File: src/rtl/irq_request_ctrl_pkg.sv
// -----------------------------------------------------------------------------
// irq_request_ctrl_pkg : shared types and constants for the interrupt requester
// Rev 1.0
// -----------------------------------------------------------------------------
`default_nettype none

package irq_request_ctrl_pkg;

   typedef enum logic [1:0] {
      ST_IDLE = 2'd0,
      ST_REQ  = 2'd1,
      ST_SERV = 2'd2
   } state_t;

   localparam int NUM_SRC = 4;

   // Byte offsets inside the 16-byte register window
   localparam logic [3:0] PEND_OFS = 4'h0;
   localparam logic [3:0] MASK_OFS = 4'h4;
   localparam logic [3:0] STAT_OFS = 4'h8;

   localparam int SRC_FACT = 0;
   localparam int SRC_MULT = 1;

   function automatic logic [NUM_SRC-1:0] idx_to_onehot(input logic [1:0] idx);
      return 4'b0001 << idx;
   endfunction

endpackage

`default_nettype wire

File: src/rtl/irq_request_ctrl_if.sv
// -----------------------------------------------------------------------------
// irq_request_ctrl_if : CPU-side data bus and interrupt handshake bundle
// Rev 1.0
// -----------------------------------------------------------------------------
`default_nettype none

interface irq_request_ctrl_if;

   logic        we;
   logic [31:0] addr;
   logic [31:0] wd;
   logic [31:0] rd;
   logic        int_ack;
   logic        eoi;
   logic        done1;
   logic        done2;
   logic        done3;
   logic        done4;

   modport master (
      output we, addr, wd, int_ack, eoi,
      input  rd, done1, done2, done3, done4
   );

   modport slave (
      input  we, addr, wd, int_ack, eoi,
      output rd, done1, done2, done3, done4
   );

endinterface

`default_nettype wire

File: src/rtl/irq_request_ctrl_prio_enc.sv
// -----------------------------------------------------------------------------
// irq_prio_enc : 4-bit fixed-priority encoder, bit0 wins
// Rev 1.0
// -----------------------------------------------------------------------------
`default_nettype none

module irq_prio_enc
   import irq_request_ctrl_pkg::*;
(
   input  logic [NUM_SRC-1:0] req,
   output logic               valid,
   output logic [1:0]         idx
);

   // Scan from the top so the lowest set bit is the last one written
   always_comb begin
      valid = 1'b0;
      idx   = 2'd0;
      for (int i = NUM_SRC - 1; i >= 0; i--) begin
         if (req[i]) begin
            valid = 1'b1;
            idx   = i[1:0];
         end
      end
   end

endmodule

`default_nettype wire

File: src/rtl/irq_request_ctrl.sv
// -----------------------------------------------------------------------------
// irq_request_ctrl : sticky-pending, maskable, fixed-priority interrupt requester
// Rev 1.0
// -----------------------------------------------------------------------------
`default_nettype none

module irq_request_ctrl
   import irq_request_ctrl_pkg::*;
#(
   parameter logic [31:0]        BASE_ADDR = 32'h0000_0B00,
   parameter logic [NUM_SRC-1:0] MASK_RST  = 4'hF
) (
   input  logic               clk,
   input  logic               reset,
   input  logic [NUM_SRC-1:0] irq_src,
   irq_request_ctrl_if.slave  bus
);

   logic [NUM_SRC-1:0] r_prev_src;
   logic [NUM_SRC-1:0] r_pend;
   logic [NUM_SRC-1:0] r_mask;
   logic [NUM_SRC-1:0] r_done;
   logic [1:0]         r_cur;
   state_t             r_state;

   logic [NUM_SRC-1:0] w_rise;
   logic [NUM_SRC-1:0] w_clr;
   logic [NUM_SRC-1:0] w_elig;
   logic [NUM_SRC-1:0] w_done_nxt;
   logic [1:0]         w_cur_nxt;
   state_t             w_state_nxt;
   logic               w_sel;
   logic [1:0]         w_ofs;
   logic               w_pend_wr;
   logic               w_mask_wr;
   logic               w_ack;
   logic               w_win_valid;
   logic [1:0]         w_win_idx;
   logic [31:0]        w_rd;
   logic               w_unused_bits;

   // ---------------------------------------------------------------- decode
   assign w_sel     = (bus.addr[31:4] == BASE_ADDR[31:4]);
   assign w_ofs     = bus.addr[3:2];
   assign w_pend_wr = bus.we & w_sel & (w_ofs == PEND_OFS[3:2]);
   assign w_mask_wr = bus.we & w_sel & (w_ofs == MASK_OFS[3:2]);

   assign w_unused_bits = ^{bus.wd[31:NUM_SRC], bus.addr[1:0]};

   // ---------------------------------------------------------- pending logic
   assign w_rise = irq_src & ~r_prev_src;
   assign w_ack  = (r_state == ST_REQ) & bus.int_ack;

   // Clears are applied first so a same-cycle rise leaves the bit pending
   assign w_clr  = (w_pend_wr ? bus.wd[NUM_SRC-1:0] : '0)
                 | (w_ack ? idx_to_onehot(r_cur) : '0);
   assign w_elig = r_pend & r_mask;

   irq_prio_enc u_prio_enc (
      .req   (w_elig),
      .valid (w_win_valid),
      .idx   (w_win_idx)
   );

   always_ff @(posedge clk or posedge reset) begin
      if (reset) begin
         r_prev_src <= '0;
         r_pend     <= '0;
         r_mask     <= MASK_RST;
      end else begin
         r_prev_src <= irq_src;
         r_pend     <= (r_pend & ~w_clr) | w_rise;
         if (w_mask_wr) begin
            r_mask <= bus.wd[NUM_SRC-1:0];
         end
      end
   end

   // -------------------------------------------------------------------- FSM
   always_ff @(posedge clk or posedge reset) begin
      if (reset) begin
         r_state <= ST_IDLE;
         r_cur   <= 2'd0;
         r_done  <= '0;
      end else begin
         r_state <= w_state_nxt;
         r_cur   <= w_cur_nxt;
         r_done  <= w_done_nxt;
      end
   end

   // Once in REQ the request is committed; mask changes cannot withdraw it
   always_comb begin
      w_state_nxt = r_state;
      w_cur_nxt   = r_cur;
      w_done_nxt  = '0;
      case (r_state)
         ST_IDLE: begin
            if (w_win_valid) begin
               w_state_nxt = ST_REQ;
               w_cur_nxt   = w_win_idx;
               w_done_nxt  = idx_to_onehot(w_win_idx);
            end
         end
         ST_REQ: begin
            if (bus.int_ack) begin
               w_state_nxt = ST_SERV;
            end else begin
               w_done_nxt  = idx_to_onehot(r_cur);
            end
         end
         ST_SERV: begin
            if (bus.eoi) begin
               w_state_nxt = ST_IDLE;
            end
         end
         default: begin
            w_state_nxt = ST_IDLE;
         end
      endcase
   end

   // --------------------------------------------------------------- readback
   always_comb begin
      w_rd = '0;
      if (w_sel) begin
         case (w_ofs)
            PEND_OFS[3:2]: w_rd = {28'b0, r_pend};
            MASK_OFS[3:2]: w_rd = {28'b0, r_mask};
            STAT_OFS[3:2]: w_rd = {26'b0, r_state, 2'b00, r_cur};
            default:       w_rd = '0;
         endcase
      end
   end

   assign bus.rd    = w_rd;
   assign bus.done1 = r_done[0];
   assign bus.done2 = r_done[1];
   assign bus.done3 = r_done[2];
   assign bus.done4 = r_done[3];

endmodule

`default_nettype wire

File: src/flat_wrapper.sv
// flat-port wrapper written by rule: the top's interface ports become plain ports
module irq_request_ctrl_flat import irq_request_ctrl_pkg::*;
#(
   parameter logic [31:0]        BASE_ADDR = 32'h0000_0B00,
   parameter logic [NUM_SRC-1:0] MASK_RST  = 4'hF
)
  (clk, reset, irq_src, bus_we, bus_addr, bus_wd, bus_int_ack, bus_eoi, bus_rd, bus_done1, bus_done2, bus_done3, bus_done4);
  irq_request_ctrl_if bus_i ();
  input  logic clk;
  input  logic reset;
  input  logic [NUM_SRC-1:0] irq_src;
  input wire logic [$bits(bus_i.we)-1:0] bus_we;
  input wire logic [$bits(bus_i.addr)-1:0] bus_addr;
  input wire logic [$bits(bus_i.wd)-1:0] bus_wd;
  input wire logic [$bits(bus_i.int_ack)-1:0] bus_int_ack;
  input wire logic [$bits(bus_i.eoi)-1:0] bus_eoi;
  output wire logic [$bits(bus_i.rd)-1:0] bus_rd;
  output wire logic [$bits(bus_i.done1)-1:0] bus_done1;
  output wire logic [$bits(bus_i.done2)-1:0] bus_done2;
  output wire logic [$bits(bus_i.done3)-1:0] bus_done3;
  output wire logic [$bits(bus_i.done4)-1:0] bus_done4;
  assign bus_i.we = bus_we;
  assign bus_i.addr = bus_addr;
  assign bus_i.wd = bus_wd;
  assign bus_i.int_ack = bus_int_ack;
  assign bus_i.eoi = bus_eoi;
  assign bus_rd = bus_i.rd;
  assign bus_done1 = bus_i.done1;
  assign bus_done2 = bus_i.done2;
  assign bus_done3 = bus_i.done3;
  assign bus_done4 = bus_i.done4;
  irq_request_ctrl #(.BASE_ADDR(BASE_ADDR), .MASK_RST(MASK_RST)) u_core (.clk(clk), .reset(reset), .irq_src(irq_src), .bus(bus_i));
endmodule
File: config.mk
export PLATFORM = sky130hd
export DESIGN_NAME = irq_request_ctrl_flat
export DESIGN_NICKNAME = d
export VERILOG_FILES = /design/src/rtl/irq_request_ctrl_pkg.sv /design/src/rtl/irq_request_ctrl_if.sv /design/src/rtl/irq_request_ctrl_prio_enc.sv /design/src/rtl/irq_request_ctrl.sv /design/src/flat_wrapper.sv
export SDC_FILE = /design/constraint.sdc
export NUM_CORES = 1
export LEC_CHECK = 0
export CAP_MARGIN = 20
export CORE_ASPECT_RATIO = 0.6
export CORE_MARGIN = 2
export CORE_UTILIZATION = 32
export CTS_CLUSTER_DIAMETER = 60
export DETAILED_ROUTE_END_ITERATION = 10
export PLACE_DENSITY_LB_ADDON = 0.2
export SLEW_MARGIN = 20
export SYNTH_ARGS = -nofsm -noshare
export SYNTH_HDL_FRONTEND = slang
export SYNTH_HIERARCHICAL = 1
export SYNTH_SLANG_ARGS = --single-unit
File: constraint.sdc
create_clock -name clk -period 1.71 [get_ports clk]
set_input_delay 0.171 -clock clk [delete_from_list [all_inputs] [get_ports clk]]
set_output_delay 0.171 -clock clk [all_outputs]
set_load 0.05 [all_outputs]
# Yosys cells after proc, flatten, opt, wreduce, memory -nomap -nowiden

Cells that the tools add are included.

Equal/unequal tests: 8
Shifts and indexed selects: 2
Mux-type cells: 19
Bitwise operators: 11
Reductions and logical operators: 4

Operators by type and width:

| kind                                                                    | count |
|---|---|
| 32-bit 2-to-1 mux                                                       | 1 |
| 28-bit by 8-bit equality test with 1-bit output (second input constant) | 1 |
| 6-bit case mux with 3 select lines                                      | 1 |
| 4-bit 2-to-1 mux                                                        | 4 |
| 2-bit 2-to-1 mux                                                        | 7 |
| 4-bit AND                                                               | 3 |
| 4-bit NOT                                                               | 2 |
| 4-bit bitwise OR                                                        | 2 |
| 4-bit case mux with 2 select lines                                      | 1 |
| 1-bit by 2-bit left shift with 4-bit output (first input constant)      | 2 |
| 2-bit != test (second input constant)                                   | 3 |
| 2-bit case mux with 3 select lines                                      | 1 |
| 1-bit AND                                                               | 4 |
| 2-bit by 1-bit equality test with 1-bit output (second input constant)  | 2 |
| 2-bit equality test (second input constant)                             | 2 |
| 2-bit logical NOT                                                       | 2 |
| 1-bit 2-to-1 mux                                                        | 4 |
| 3-bit AND reduction                                                     | 1 |
| 2-bit AND reduction                                                     | 1 |

Bits in registers: 20
Input port bits: 73
Output and inout bits: 36
Word-level logic and storage cells: 50

# Logic depth before layout (Yosys ltp)

Gate-level depths: netlist of the first run.

Depth after elaboration: 8
Mapped depth: 6
Gate-level depth less buffers: 6

# Modules after synthesis

Netlist of the first run, hierarchy kept.

By module, submodules not included:

| module           | instances | cells each | area an instance (µm²) | seq. area each (µm²) |
|---|---|---|---|---|
| irq_request_ctrl | 1         | 125        | 1,252.5                | 505.5 |
| irq_prio_enc     | 1         | 7          | 35.0                   | 0.0 |

# Worst setup path before layout of the first run

No wires, ideal clock.

Path type: input to output
From: in bus_addr[20]
To: out bus_rd[2]
Data arrival time: 2,117 ps
Data required time: 1,539 ps
Path slack: -578 ps
Stages on the path: 4
Cells stage by stage: nor4_1 -> nand3_1 -> or2_2 -> nor3_1

Longest elaborated chain between the ends: 2

RTL lines:

| item                                            | RTL line                | text |
|---|---|---|
| start: declaration                              | flat_wrapper.sv:13      | `input wire logic [$bits(bus_i.addr)-1:0] bus_addr;` |
| 28-bit by 8-bit equality test with 1-bit output | irq_request_ctrl.sv:43  | `assign w_sel = (bus.addr[31:4] == BASE_ADDR[31:4]);` |
| 32-bit 2-to-1 mux                               | irq_request_ctrl.sv:126 | `if (w_sel) begin` |
| end: declaration                                | flat_wrapper.sv:17      | `output wire logic [$bits(bus_i.rd)-1:0] bus_rd;` |

Every way passes these cells.

# Worst setup path after layout of the first run

From: in bus_addr[25]
To: out bus_rd[3]

The elaborated chain is that of the path after synthesis.

==> results of run 1 <==
[stage by stage]
stage	util, %	total power [mW]	worst slack, ns	setup TNS (ns)
floorplan	-	0.693	-0.173	-0.673
global placement	50.2	0.763	-0.414	-3.89
detailed placement	50.2	0.767	-0.387	-3.81
CTS	53.7	1.24	0.00636	0
global route	52.8	1.28	-0.0201	-0.0201
finish	52.8	1.22	0.0436	0
[worst max path at each step]
stage / startpoint / endpoint / depth (start not counted)
after detailed placement: bus_addr[20] / u_core/r_mask[2] / 7
after global routing: bus_addr[25] / bus_rd[3] / 6
after floorplan: bus_addr[20] / bus_rd[0] / 4
after CTS: bus_addr[5] / bus_rd[2] / 6
after global placement: bus_addr[19] / u_core/r_mask[1] / 7
final: bus_addr[25] / bus_rd[3] / 6
[final cells by class]
type	count	area (um^2)	share of cell area, %
well taps	47	58.8	2.96
inverters	8	30.0	1.51
flip-flops and latches	20	505	25.4
repair buffers	66	602	30.3
clock buffers	3	41.3	2.08
multi-input cells	102	722	36.3
clock inverters	1	30.0	1.51
[logic make-up (layout without fill, tap and decap cells)]
logic type | Yosys count | after routing | share of synthesized area, %
AOI/OAI and AO/OA | 22 | 22 | 11.3
buffers and inverters | 35 | 78 | 18.4
DFF | 20 | 20 | 39.3
muxes | 8 | 8 | 6.61
other | 1 | 26 | 0.291
and+or+nand+nor | 46 | 46 | 24.2
[power groups by stage]
stage                     Combinational (mW)  Clock [mW]  Sequential (mW)
after CTS                              0.272       0.487            0.479
after global routing                   0.284       0.516            0.480
after global placement                 0.275           0            0.488
final                                  0.269       0.473            0.479
after detailed placement               0.278           0            0.488
after floorplan                        0.206           0            0.488
[state kept, by name, summed over array words and instances (netlist names)]
register,cells
u_core/r_done,4
u_core/r_mask,4
u_core/r_prev_src,4
u_core/r_pend,4
u_core/r_state,2
u_core/r_cur,2
[timing repair]
item                                    CTS  global route
gates resized for setup                  47            40
endpoints found under the setup margin   10            10
setup buffers                             3             2
pin swaps                                11            11
[worst max-delay path: cells and delay by family]
family | cells | cell delay, ns
and+or+nand+nor | 4 | 0.99
buffers and inverters | 2 | 0.33
[layout by cell type (no fill, tap or decap), types with 3 or more instances in the layout]
cell type,synthesis,routed
a2bb2oi_1,4,4
and2_1,5,5
buf_12,0,6
buf_4,26,14
clkbuf_2,0,17
clkbuf_8,0,3
clkdlybuf4s15_1,0,8
clkdlybuf4s50_1,0,17
conb_1,1,26
dfrtp_1,16,16
dfstp_2,4,4
inv_1,8,8
mux2_2,4,4
mux2i_1,4,4
nand2_1,8,8
nand2b_1,3,3
nor2_1,8,8
nor4_2,1,3
nor4_4,2,3
o21ai_0,9,9
o31ai_1,3,3
[layer usage]
metal / vias to the layer above / track usage, %
met5: - / 0
met4: 0 / 2.38
met3: 4 / 4.37
met2: 42 / 24.4
met1: 529 / 20.5
li1: 549 / -
==> impl_metrics.yaml, run 1 <==
floorplanning:
  chipHeight_um: 53.1
  design.portCount: 109
  floorplan_core_area_um2: 3760
  dieArea_um2: 4560
  initial_core_util_pct: 34.2
  rows: 17
  overall_die_width_um: 85.9
global_route:
  first_global_vias: 1029
  grt_first_pass_wirelength_um: 5060
  grt_max_degree: 21
  overall_global_routing_resource_usage_pct: 15.1
  grt_overflow: 0
  antenna_found_initial: 0
pwr:
  power.clock.fraction_pct: 38.8
  comb_power_share_pct: 22.0
  internal_dissipation_mw: 0.876
  power.density_nw_per_um2: 614
  net-switching-power_mw: 0.345
  power.share.sequential_pct: 39.2
  p_sw_share_pct: 28.2
  p_leak_nw: 0.905
  peakVddDrop_mv: 0.261
job:
  maxCapViolations: 0
layout:
  n_antenna_cell: 0
  final_cell_count_no_fill: 247
  nNetsFinal: 274
  num-fill-cells: 331
  layout_overhead_on_the_synthesized_area_pct: 54.5
  final_layout_size_suffix_gt1_share_pct: 34.0
  final_cell_area_um2: 1990
clocking:
  cts-buffers-inserted: 3
  max-clock-path-buffers: 2
  clock_insertion_delay_worst_skew_ns: 0.26
  cts_sinks: 20
  cts_tree: "yes"
  clk_root_buffer_cell: "clkbuf_8"
  cts.htree.levels: 1
  cts.hold.buffers_added: 0
  clkSlewWorstSetupHoldPaths_ns: 0.08
setup_path:
  rr_startpoint: "u_core/r_mask[3]"
  cp.arrival_ns: 1.50
  timing.critical_path.required_ns: 1.54
  path_max_fanout: 4
  worst_setup_path_end_kind: "output port"
  timing.critical_path.cells: "clkdlybuf4s15_1 -> nor4_2 -> nand3_1 -> or2_4 -> nor3_4 -> buf_12"
  r2r-end: "u_core/r_done[2]"
  category_of_the_worst_setup_path_launch_point: "input port"
  r2r_slack_ns: 0.20
  critPathSlowestCell: "or2_4"
  critical_path.max_stage_delay_ns: 0.30
  start_to_end_type_of_the_worst_setup_path: "in -> out"
  reg2regPathDepth: 5
timing:
  setup_violations: 0
  period_minus_slack_ns: 1.67
  layout_worst_path_cycle_share_pct: 97.4
  timing.clock.skew_ns: 0.00182
  hold_viol_final: 0
  timing_max_transition_violations_final: 0
  final.hold.worst_slack_ns: 0.232
  achievable-frequency_mhz: 600
run_status:
  violated_checks: "DRC"
  result_of_the_run: "finished with violations"
routing:
  route.met2.wl_um: 1690
  post-route-drc-count: 2
  drt-initial-drc-count: 82
  avgViaCountPerCell: 4.55
  ant_nets: 0
  wirelength_um: 3440
  route.met3.wl_um: 183
  dr_total_vias: 1124
  drt-pass1-iter-count: 10
  wire_length_per_cell_after_detailed_routing_um: 13.9
  topRoutingLayerUsed: "met4"
  route.layer.met1.wl_um: 1550
synth:
  ffs_latches_synth: 20
  count_of_flip_flops_with_a_built_in_enable_after_synthesis: 0
  async_flop_share_pct: 100
  syn-instance-count: 132
  post-synth-top-count-cell: "buf_4"
  yosysUniqueCellTypes: 34
  post_synth.cell_area_avg_um2: 9.75
  synth_seq_area_share_pct: 39.3
  synth.largest_area_cell: "dfrtp_1"
  synth.cells.most_frequent: "buf_4 (26), dfrtp_1 (16), o21ai_0 (9)"
  synth-warning-count: 6
  syn_area_um2: 1290
  synthDominantCellAreaShare_pct: 31.1
  yosys_most_used_dff: "dfrtp_1"
  netlist_top_cells_area: "dfrtp_1 (31%), buf_4 (15%), dfstp_2 (8.2%)"
placed_design:
  post_dp_cell_area_um2: 1890
  post-dp-hpwl_um: 2770
  port-buffer-count: 52
  placedCellCount: 238
  gp_congestion: 0.753
min_path:
  worst_hold_path_type: "in -> async"
Note: power is estimated with default switching activity, not from simulation.
==> run 2: changes to the inputs <==
Clock period 1.71 ns to 1.8 ns, I/O delays scaled along.
==> run 2 against run 1 <==
  * The flow now finishes without violations
  * Setup slack better by 0.032 ns
  * Non-clock buffer count decreased by 3
  * Design area rose by 1.7%
  * Combinational power down 3%
  * Final cell count decreased by 1.2%
  * Wire length is 1.9% lower
  * Worst hold slack lost 0.0018 ns
  * Highest routed layer is now met3
  * Utilization up 0.90 points
  * Critical path depth unchanged
  * Clock skew up 0.0073 ns
  * Register-to-register slack improved by 0.08 ns
  * Count of clock-buffer cells in the layout is the same
==> impl_metrics.yaml, run 2 (synthesized netlist as in run 1, its figures left out) <==
floorplanning:
  chipHeight_um: 53.1
  rows: 17
  design.portCount: 109
  overall_die_width_um: 85.9
  floorplan_core_area_um2: 3760
  dieArea_um2: 4560
  initial_core_util_pct: 34.2
global_route:
  antenna_found_initial: 0
  grt_overflow: 0
  grt_first_pass_wirelength_um: 5230
  grt_max_degree: 21
  first_global_vias: 1045
  overall_global_routing_resource_usage_pct: 15.3
routing:
  avgViaCountPerCell: 4.45
  post-route-drc-count: 0
  ant_nets: 0
  drt-initial-drc-count: 53
  wire_length_per_cell_after_detailed_routing_um: 13.8
  wirelength_um: 3370
  dr_total_vias: 1086
  drt-pass1-iter-count: 6
placed_design:
  port-buffer-count: 52
  place_ws_ns: -0.299
  gp_congestion: 0.757
  post-dp-hpwl_um: 2800
clocking:
  clkSlewWorstSetupHoldPaths_ns: 0.08
  cts.htree.levels: 1
  max-clock-path-buffers: 2
  cts.hold.buffers_added: 0
  cts-buffers-inserted: 3
  clock_insertion_delay_worst_skew_ns: 0.26
  cts_sinks: 20
  clk_root_buffer_cell: "clkbuf_8"
  cts_tree: "yes"
timing:
  layout_worst_path_cycle_share_pct: 95.8
  timing.clock.skew_ns: 0.00915
  period_minus_slack_ns: 1.72
  postLayoutSetupSlackWorst_ns: 0.0756
  achievable-frequency_mhz: 580
  hold_viol_final: 0
  final.hold.worst_slack_ns: 0.230
  setup_violations: 0
  timing_max_transition_violations_final: 0
layout:
  commonest_non_fill_non_tap_cell_in_the_layout: "conb_1"
  n_antenna_cell: 0
  final_cell_mix: "conb_1 (26), dlygate4sd2_1 (19), clkdlybuf4s50_1 (17)"
  final_layout_size_suffix_gt1_share_pct: 25.4
  layout_overhead_on_the_synthesized_area_pct: 57.1
  nNetsFinal: 271
  num-fill-cells: 347
job:
  maxCapViolations: 0
setup_path:
  cp.arrival_ns: 1.54
  timing.critical_path.required_ns: 1.62
  start_to_end_type_of_the_worst_setup_path: "in -> out"
  worst_setup_path_end_kind: "output port"
  path_max_fanout: 4
  category_of_the_worst_setup_path_launch_point: "input port"
pwr:
  peakVddDrop_mv: 0.340
  power.density_nw_per_um2: 576
  p_leak_nw: 0.912
run_status:
  result_of_the_run: "finished, final reports clean"
min_path:
  worst_hold_path_type: "in -> async"
[run 2: power breakdown]
part	internal (mW)	switching, mW
clock	0.297	0.154
combinational	0.0830	0.177
sequential	0.454	0.00124
[run 2: metal layers]
metal  up-vias  track usage [%]  wire length [um]
li1        539                -                 -
met1       512             21.6              1530
met2        35             23.9              1660
met3         0             4.52               182
met4         0             1.59                 0
met5         -                0                 0
[run 2: path summary, 6_finish.rpt]
check	start	end	slack, ns	cells past startpoint
max	bus_addr[10]	bus_rd[3]	0.08	6
min	reset	u_core/r_prev_src[1]	0.23	3
max reg2reg	u_core/r_mask[3]	u_core/r_done[2]	0.28	5
min reg2reg	u_core/r_prev_src[3]	u_core/r_pend[3]	0.56	3
max in group asynchronous	reset	u_core/r_mask[0]	1.29	3
min in group clk	irq_src[3]	u_core/r_prev_src[3]	0.40	1
[run 2: through the flow]
| step | TNS (ns) | area [um^2] | std cells | utilization [%] | power, mW |
|---|---|---|---|---|---|
| finish | 0 | 2020 | 244 | 53.7 | 1.17 |
| global route | -0.00936 | 2020 | 244 | 53.7 | 1.22 |
| CTS | 0 | 2000 | 244 | 53.2 | 1.17 |
| detailed placement | -2.76 | 1890 | 238 | 50.2 | 0.728 |
| global placement | -2.73 | 1890 | 238 | 50.2 | 0.724 |
| floorplan | -0.385 | 1390 | 157 | - | 0.659 |
[run 2: area by class of cell]
| cell class | instances | area [um^2] | share of cell area [%] |
|---|---|---|---|
| repair buffers | 63 | 617 | 30.5 |
| multi-input cells | 102 | 741 | 36.6 |
| well taps | 47 | 58.8 | 2.91 |
| clock inverters | 1 | 30.0 | 1.48 |
| clock buffers | 3 | 41.3 | 2.04 |
| inverters | 8 | 30.0 | 1.48 |
| flip-flops and latches | 20 | 505 | 25.0 |
[run 2: critical path: stages]
cell and delay [ns]:
dlygate4sd2_1 0.22, and4bb_2 0.33, nand4_4 0.12, or2_4 0.31, nor3_4 0.21, buf_12 0.16
[run 2: what timing repair did]
| item | 4_1_cts | 5_1_grt |
|---|---|---|
| resized for setup | 38 | 18 |
| endpoints found under the hold margin | 0 | 0 |
| buffers inserted | 2 | 0 |
| pin swaps | 11 | 10 |
| setup endpoints to repair | 9 | 6 |
==> run 3: changes to the inputs <==
Settings changed: HOLD_SLACK_MARGIN set to 0.03.
==> results of run 3 <==
Final layout, timing and power as in run 2 (identical DEF).
